### config.mk
export PLATFORM = sky130hd
export DESIGN_NAME = bcd_converter
export DESIGN_NICKNAME = d
export VERILOG_FILES = /design/src/rtl/bcd_pkg.sv /design/src/rtl/bcd_digit_adj.sv /design/src/rtl/bcd_converter.sv
export SDC_FILE = /design/constraint.sdc
export NUM_CORES = 1
export LEC_CHECK = 0
export CORE_MARGIN = 4
export CORE_UTILIZATION = 47
export DETAILED_ROUTE_END_ITERATION = 8
export PLACE_DENSITY = 0.82
export SLEW_MARGIN = 20
export SYNTH_ARGS = -nofsm -noshare
export SYNTH_HDL_FRONTEND = slang
export SYNTH_SLANG_ARGS = --single-unit
### constraint.sdc
create_clock -name clk -period 2.2 [get_ports clk]
set_input_delay 0.44 -clock clk [delete_from_list [all_inputs] [get_ports clk]]
set_output_delay 0.44 -clock clk [all_outputs]
set_load 0.02 [all_outputs]
### src/rtl/bcd_pkg.sv
// Shared definitions for the binary-to-BCD converter: FSM states, default
// widths and the scratch-digit count derivation.
package bcd_pkg;

  localparam int unsigned DEF_WIDTH  = 32;
  localparam int unsigned DEF_DIGITS = 8;

  typedef enum logic [1:0] {
    S_IDLE = 2'd0,
    S_RUN  = 2'd1,
    S_DONE = 2'd2
  } state_e;

  // Decimal digits needed to hold any WIDTH-bit value: ceil(width/3).
  function automatic int unsigned bcd_idig(input int unsigned width);
    return (width + 32'd2) / 32'd3;
  endfunction

endpackage

### src/rtl/bcd_digit_adj.sv
// Double-dabble digit correction: adds 3 to a BCD digit that is 5 or more so
// the following left shift carries correctly into the next decimal digit.
// Ports:
//   din    - current scratch digit
//   dout_c - corrected digit (combinational, 4-bit wrap)
module bcd_digit_adj (
  input  logic [3:0] din,
  output logic [3:0] dout_c
);

  assign dout_c = (din >= 4'd5) ? (din + 4'd3) : din;

endmodule

### src/rtl/bcd_converter.sv
// Sequential binary-to-BCD converter (shift-and-add-3, one bit per clock).
// Ports:
//   clk, rst  - rising-edge clock, synchronous active-high reset
//   start     - request conversion of bin (accepted in IDLE or DONE)
//   bin       - binary input, sampled only when start is accepted
//   busy      - conversion in progress
//   done      - one-cycle pulse, bcd/overflow freshly updated
//   bcd       - low DIGITS decimal digits, units in [3:0]
//   overflow  - converted value does not fit in DIGITS digits
module bcd_converter
  import bcd_pkg::*;
#(
  parameter int unsigned WIDTH  = DEF_WIDTH,
  parameter int unsigned DIGITS = DEF_DIGITS
) (
  input  logic                clk,
  input  logic                rst,
  input  logic                start,
  input  logic [WIDTH-1:0]    bin,
  output logic                busy,
  output logic                done,
  output logic [4*DIGITS-1:0] bcd,
  output logic                overflow
);

  localparam int unsigned IDIG = bcd_idig(WIDTH);
  localparam int unsigned SW   = 4 * IDIG;
  localparam int unsigned BW   = 4 * DIGITS;
  localparam int unsigned CW   = $clog2(WIDTH + 1);

  state_e          state_q, state_d;
  logic [WIDTH-1:0] shreg_q, shreg_d;
  logic [SW-1:0]    scratch_q, scratch_d;
  logic [CW-1:0]    cnt_q, cnt_d;
  logic [BW-1:0]    bcd_q, bcd_d;
  logic             ovf_q, ovf_d;

  logic [SW-1:0]          adj_c;
  logic [SW+WIDTH-1:0]    cat_c;
  logic                   high_nz_c;

  // Per-digit add-3 correction, all digits in parallel.
  for (genvar g = 0; g < IDIG; g++) begin : g_adj
    bcd_digit_adj u_adj (
      .din    (scratch_q[4*g +: 4]),
      .dout_c (adj_c[4*g +: 4])
    );
  end

  // Corrected digits and remaining binary bits shifted left as one register;
  // the binary MSB enters the units digit LSB.
  assign cat_c = {adj_c, shreg_q} << 1;

  // Any nonzero digit above the presented ones after the shift means overflow.
  always_comb begin
    high_nz_c = 1'b0;
    for (int i = DIGITS; i < IDIG; i++) begin
      high_nz_c = high_nz_c | (|cat_c[WIDTH + 4*i +: 4]);
    end
  end

  // Next-state and datapath update.
  always_comb begin
    state_d   = state_q;
    shreg_d   = shreg_q;
    scratch_d = scratch_q;
    cnt_d     = cnt_q;
    bcd_d     = bcd_q;
    ovf_d     = ovf_q;
    case (state_q)
      S_IDLE, S_DONE: begin
        if (start) begin
          shreg_d   = bin;
          scratch_d = '0;
          cnt_d     = '0;
          state_d   = S_RUN;
        end else begin
          state_d = S_IDLE;
        end
      end
      S_RUN: begin
        scratch_d = cat_c[SW+WIDTH-1:WIDTH];
        shreg_d   = cat_c[WIDTH-1:0];
        cnt_d     = cnt_q + CW'(1);
        // This cycle performs the final shift: publish the result.
        if (cnt_q == CW'(WIDTH - 1)) begin
          state_d = S_DONE;
          bcd_d   = cat_c[WIDTH +: BW];
          ovf_d   = high_nz_c;
        end
      end
      default: state_d = S_IDLE;
    endcase
  end

  always_ff @(posedge clk) begin
    if (rst) begin
      state_q   <= S_IDLE;
      shreg_q   <= '0;
      scratch_q <= '0;
      cnt_q     <= '0;
      bcd_q     <= '0;
      ovf_q     <= 1'b0;
    end else begin
      state_q   <= state_d;
      shreg_q   <= shreg_d;
      scratch_q <= scratch_d;
      cnt_q     <= cnt_d;
      bcd_q     <= bcd_d;
      ovf_q     <= ovf_d;
    end
  end

  assign busy     = (state_q == S_RUN);
  assign done     = (state_q == S_DONE);
  assign bcd      = bcd_q;
  assign overflow = ovf_q;

endmodule

==> metrics.md, run 1 <==
| Metric | Value |
|---|---|
| TritonCTS clock tree | `yes` |
| FF-to-FF Start | `state_q[0]` |
| #FFs+latches synth | `117` |
| Buffers & Inverters on Critical Path | `1` |
| Pwr Total | `5.40 mW` |
| Area after DPL | `6160 sq um` |
| Leakage power | `2.45 nW` |
| Crit-path slowest cell | `clkdlybuf4s50_1` |
| Worst Tran Pin Value | `0.545 ns` |
| Peak supply drop | `0.475 mV` |
| Initial antenna violation count | `0` |
| Vias in the first global route | `4699` |
| Residual DRC count | `0` |
| R2r setup slk | `0.25 ns` |
| Number of synthesized flops with an enable pin | `0` |
| Slew Viols, Final | `0` |
| Highest Clock Rate | `494 MHz` |
| Post-route ant nets | `0` |
| IO Pins | `70` |
| Total Routed Length | `12.5 mm` |
| N_diodes | `0` |
| Worst hold endpoint | `bcd[13]` |
| Reg-to-reg critical path endpoint | `scratch_q[11]` |
| TNS Setup | `0 ns` |
| Peak fanout along the critical path | `4` |
| Netlist Area Pre-Place | `5370 sq um` |
| Die Wd | `115 microns` |
| Core area | `11000 sq um` |
| Clock Root Buffer | `clkbuf_16` |
| Clock buffer count from CTS | `17` |
| Status | `completed` |
| Final Hold Fails | `0` |
| Slowest cell delay on critical path | `0.64 ns` |
| Routed wire length per instance | `14.6 microns` |
| CTS hold repair buffers | `0` |
| Largest net degree at the start of global routing | `48` |
| Core Util, Final | `61.7%` |
| Avg Inst Size Synth | `8.33 sq um` |
| Vias per cell | `5.62` |
| Synth top area share | `43.7%` |
| Ranking of synthesized cells by area | `dfxtp_1 (44%), a22oi_1 (8.8%), a21oi_1 (8.2%)` |
| Worst Path Required | `1.76 ns` |
| Synthesized instance count | `644` |
| Layout cells sized above 1 | `6.99%` |
| All-Layer GR Usage | `19.6%` |
| Crit path max-delay family | `buffers and inverters` |
| Commonest cells post-synth | `dfxtp_1 (117), a21oi_1 (88), nand2_1 (81), nor2_1 (64), a22oi_1 (63)` |
| Post-route cell area | `6770 sq um` |
| Max-slew headroom | `63.7%` |
| YS warnings | `0` |
| Worst Hold Depth | `2` |
| Routed via count | `4804` |
| Initial DRC count | `349` |
| Global-route wire length before repair | `21.2 mm` |
| Clock-pin transition on the worst setup and hold timing paths | `0.05 ns` |
| 1st-pass router iterations | `5` |
| Fin crit share | `92.0%` |
| Seq/Total Area, Yosys | `43.7%` |
| Chip height | `115 microns` |
| Yosys cell types | `41` |
| Starting Density | `48.8%` |
| Count leader, synth | `dfxtp_1` |
| Pwr Density | `797 nW/um^2` |
| CTS resizes | `1` |
| HP Start | `bcd[13]` |
| Register-to-Register Path Depth | `7` |
| FILL cells | `896` |
| Max Cap Violations | `0` |
| Setup bufs post-CTS | `0` |
| CP Cell Sequence | `nor2b_1 -> clkdlybuf4s50_1` |
| Layout net count | `760` |
| Area overhead of the layout relative to synthesis | `26.2%` |
| Clock skew | `0.00419 ns` |
| Tmin final | `2.02 ns` |
| Hpwl dp | `8.17 mm` |
| # setup viols final | `0` |
| Final hold slack | `0.452 ns` |
| Syn nets | `702` |
| Startpoint Class | `flip-flop` |
| Clk_lat worst skew | `0.41 ns` |
| H-tree depth | `4` |
| Num rows | `38` |
| Grt ovf | `0` |
| HP Class | `reg2reg` |
| I/O Buffers | `69` |
| Worst Setup End Kind | `primary output` |
| Crit path kind | `reg2out` |
| Arr. time, crit path | `1.58 ns` |
| RSZ-0062 raised after global routing | `no` |
| FFs w/ async S/R, synth | `0%` |
| Synth Flop Type | `dfxtp_1` |
| Die Footprint | `13200 sq um` |
| Clk buf depth | `2` |
| Synth area leader | `dfxtp_1` |
| CTS sink cnt | `117` |
| Placer congestion estimate | `0.800` |
-- power breakdown --
part           internal [mW]  switching, mW  total (mW)
sequential              2.17         0.0275        2.19
combinational          0.129          0.199       0.328
clock                   1.94          0.932        2.87
-- stage by stage --
step	instances	setup slack (ns)
floorplan	644	0.672
global placement	823	0.370
detailed placement	823	0.261
CTS	855	0.154
global route	855	0.0672
finish	855	0.177
-- logic make-up after synthesis --
logic type	count (synthesis)	synth area share, %
buffers and inverters	64	5.67
xor gates and xnor gates	14	2.29
adders and majority gates	23	5.36
AOI/OAI and AO/OA	195	21.9
and+or+nand+nor	219	18.9
DFF	117	43.7
muxes	12	2.24
-- layer usage --
layer	global-route usage (%)	wire [microns]
met4	8.06	254
met3	4.74	587
met1	22.9	5270
met5	0	0
met2	34.4	6390
-- layout make-up --
| type | count | area [sq um] | area share, % |
|---|---|---|---|
| multi-input combinational | 463 | 2730 | 40.3 |
| clock buffer | 22 | 464 | 6.85 |
| sequential | 117 | 2340 | 34.6 |
| timing repair buffer | 80 | 820 | 12.1 |
| clock inverter | 10 | 153 | 2.25 |
| tap | 140 | 175 | 2.59 |
| inverter | 23 | 91.3 | 1.35 |
-- placed cells by master (no fill, tap or decap), types with 2 or more instances in the layout --
cell,count
a22oi_1,63
a21oi_1,88
buf_12,4
clkinv_2,5
xnor2_1,11
clkbuf_8,2
nor3_1,18
nand3_1,13
buf_4,8
inv_1,22
bufinv_16,4
nor2_1,64
clkbuf_16,17
xor2_1,3
ha_1,23
dfxtp_1,117
nand2_1,81
mux2i_1,12
clkdlybuf4s50_1,67
a211oi_1,9
o21ai_0,29
clkbuf_1,3
nor3b_1,8
nand2b_1,21
-- state kept, by name, summed over array words and instances, names as in the netlist --
signal     cells
state_q        2
shreg_q       32
cnt_q          6
bcd           32
overflow       1
scratch_q     44
-- worst max path at each step --
stage | from | endpoint | slack (ns) | cells after the start
final | state_q[0] | done | 0.18 | 2
after global routing | state_q[0] | scratch_q[11] | 0.07 | 7
after CTS | state_q[0] | done | 0.15 | 2
after detailed placement | start | scratch_q[11] | 0.26 | 6
after global placement | start | scratch_q[11] | 0.37 | 6
after floorplan | cnt_q[0] | overflow | 0.67 | 6
-- worst register-to-register path: stages (launching register included) --
cell      delay [ns]
dfxtp_1         0.39
nand2b_1        0.16
inv_6           0.15
buf_4           0.37
nor2_4          0.10
buf_4           0.25
o21ai_0         0.28
a21oi_1         0.11
Note: power is estimated with default switching activity, not from simulation.
==> run 2: changes to the inputs <==
Settings changed: CAP_MARGIN set to 30.
==> results of run 2 <==
Same layout as run 1: the final DEF is identical, and so are final timing and power.
==> run 3: changes to the inputs <==
Settings changed: SYNTH_HIERARCHICAL set to 1, TNS_END_PERCENT set to 10.
==> metrics.md, run 3 <==
| Metric | Value |
|---|---|
| IO Pins | `70 (unchanged)` |
| Clk buf depth | `2 (unchanged)` |
| Netlist Area Pre-Place | `5390 sq um (+0.54%)` |
| Starting Density | `48.9% (+0.050 points)` |
| Pre-CTS WS | `-0.305 ns (-0.566 ns)` |
| Total Routed Length | `12.4 mm (-1.2%)` |
| Status | `completed` |
| Core area | `11000 sq um (+0.43%)` |
| Clock skew | `0.00679 ns (+0.00260 ns)` |
| Hpwl dp | `8.12 mm (-0.63%)` |
| Worst Path Required | `1.76 ns (about the same)` |
| Clk_lat worst skew | `0.41 ns (about the same)` |
| Biggest register | `scratch_q` |
| Area after DPL | `6150 sq um (about the same)` |
| Pwr Density | `748 nW/um^2 (-6.2%)` |
| Tmin final | `1.97 ns (-0.0501 ns)` |
| Placer congestion estimate | `0.786 (-1.7%)` |
| CP Cell Sequence | `nor2b_1 -> clkdlybuf4s50_1` |
| Die Wd | `115 microns (+0.25%)` |
| Num rows | `38 (unchanged)` |
| Initial DRC count | `297 (-15%)` |
| CTS sink cnt | `117 (unchanged)` |
| HP Class | `reg2reg` |
| Fin crit share | `89.7% (-2.3 points)` |
| TritonCTS clock tree | `yes` |
| CTS hold repair buffers | `0 (unchanged)` |
| RSZ-0062 raised after global routing | `no` |
| Slowest cell delay on critical path | `0.62 ns (-0.02 ns)` |
| Worst Tran Pin Value | `0.933 ns (+0.389 ns)` |
| Post-route cell area | `6690 sq um (-1.3%)` |
| Grt ovf | `0 (unchanged)` |
| Number of flip-flops in the largest register | `44 (unchanged)` |
| Startpoint Class | `flip-flop` |
| Layout net count | `768 (+1.1%)` |
| Pwr Total | `5.00 mW (-7.4%)` |
| Syn nets | `708 (+0.85%)` |
| Global-route wire length before repair | `20.9 mm (-1.4%)` |
| Crit path kind | `reg2out` |
| Avg Inst Size Synth | `8.30 sq um (-0.39%)` |
| All-Layer GR Usage | `19.3% (-0.34 points)` |
| Chip height | `115 microns (+0.25%)` |
| Most common cell after layout, fill and taps aside | `nand2_1` |
| Worst Hold Depth | `2 (unchanged)` |
| H-tree depth | `4 (unchanged)` |
| Buffers & Inverters on Critical Path | `1 (unchanged)` |
| Highest Clock Rate | `507 MHz (+2.5%)` |
| Leakage power | `2.46 nW (+0.71%)` |
| # setup viols final | `0 (unchanged)` |
| Final Hold Fails | `0 (unchanged)` |
| N_diodes | `0 (unchanged)` |
| Max-slew headroom | `37.7% (-26 points)` |
| Die Footprint | `13300 sq um (+0.51%)` |
| Slew Viols, Final | `0 (unchanged)` |
| Layout cells sized above 1 | `9.86% (+2.9 points)` |
| Residual DRC count | `0 (unchanged)` |
| Arr. time, crit path | `1.53 ns (-0.05 ns)` |
| R2r setup slk | `0.37 ns (+0.12 ns)` |
| Peak fanout along the critical path | `4 (unchanged)` |
| Setup WS post-layout | `0.227 ns (+0.0501 ns)` |
| Crit-path slowest cell | `clkdlybuf4s50_1` |
| I/O Buffers | `69 (unchanged)` |
| Routed via count | `4761 (-0.90%)` |
| Vias in the first global route | `4724 (+0.53%)` |
| Initial antenna violation count | `0 (unchanged)` |
| Register-to-Register Path Depth | `6 (-1)` |
| Post-route ant nets | `0 (unchanged)` |
| Clock Root Buffer | `clkbuf_16` |
| Largest net degree at the start of global routing | `45 (-6.3%)` |
| Worst Setup End Kind | `primary output` |
| Area overhead of the layout relative to synthesis | `23.9%` |
| TNS Setup | `0 ns (unchanged)` |
| Most frequent cells in the layout | `nand2_1 (135), dfxtp_1 (117), a22oi_1 (77)` |
| Crit path max-delay family | `buffers and inverters` |
| CP Depth | `2 (unchanged)` |
| Synthesized instance count | `650 (+0.93%)` |
| Final hold slack | `0.451 ns (-0.00125 ns)` |
| FILL cells | `945 (+5.5%)` |
| Clock buffer count from CTS | `17 (unchanged)` |
| YS warnings | `6 (+6)` |
| Peak supply drop | `0.393 mV (-17%)` |
| Routed wire length per instance | `14.4 microns (-1.8%)` |
| 1st-pass router iterations | `5 (unchanged)` |
| Max Cap Violations | `0 (unchanged)` |
| Clock-pin transition on the worst setup and hold timing paths | `0.05 ns (about the same)` |
| Vias per cell | `5.54 (-1.5%)` |
[run 3: layer usage]
layer  vias to the layer above  global-route usage, %  routed length, microns
met5                         -                      0                       0
met1                      2273                   22.3                    5270
met2                       118                   33.4                    6290
li1                       2338                      -                       -
met3                        32                   4.95                     505
met4                         0                   8.53                     279
[run 3: final cells by class]
| class | count | area, sq um | share of cell area, % |
|---|---|---|---|
| clock inverter | 6 | 55.1 | 0.824 |
| inverter | 23 | 86.3 | 1.29 |
| tap | 140 | 175 | 2.62 |
| timing repair buffer | 81 | 818 | 12.2 |
| clock buffer | 23 | 468 | 7.00 |
| multi-input combinational | 470 | 2740 | 41.0 |
| sequential | 117 | 2340 | 35.0 |
[run 3: final timing paths]
check	startpoint	endpoint
min	bcd[24]	bcd[24]
max reg2reg	cnt_q[0]	overflow
max	state_q[0]	done
min reg2reg	bcd[24]	bcd[24]
[run 3: timing repair]
item                                    in CTS  in global routing
buffers inserted                             0                  0
endpoints found under the hold margin        0                  0
endpoints found under the setup margin       0                  8
gates resized for setup                      0                  1
[run 3: report_power, final]
part | switching [mW] | internal, mW
registers | 0.0265 | 2.17
logic | 0.201 | 0.129
clock network | 0.894 | 1.58
total | 1.12 | 3.88
[run 3: metrics by stage]
step | util [%] | std cells
after floorplan | - | 650
after global placement | 55.8 | 830
after detailed placement | 55.8 | 830
after CTS | 60.5 | 859
after global routing | 60.6 | 860
final | 60.6 | 860
[run 3: worst min-delay path, cell delays in order (launching register included)]
cell and delay [ns]:
dfxtp_1 0.30, nand2_1 0.05, a21oi_1 0.05
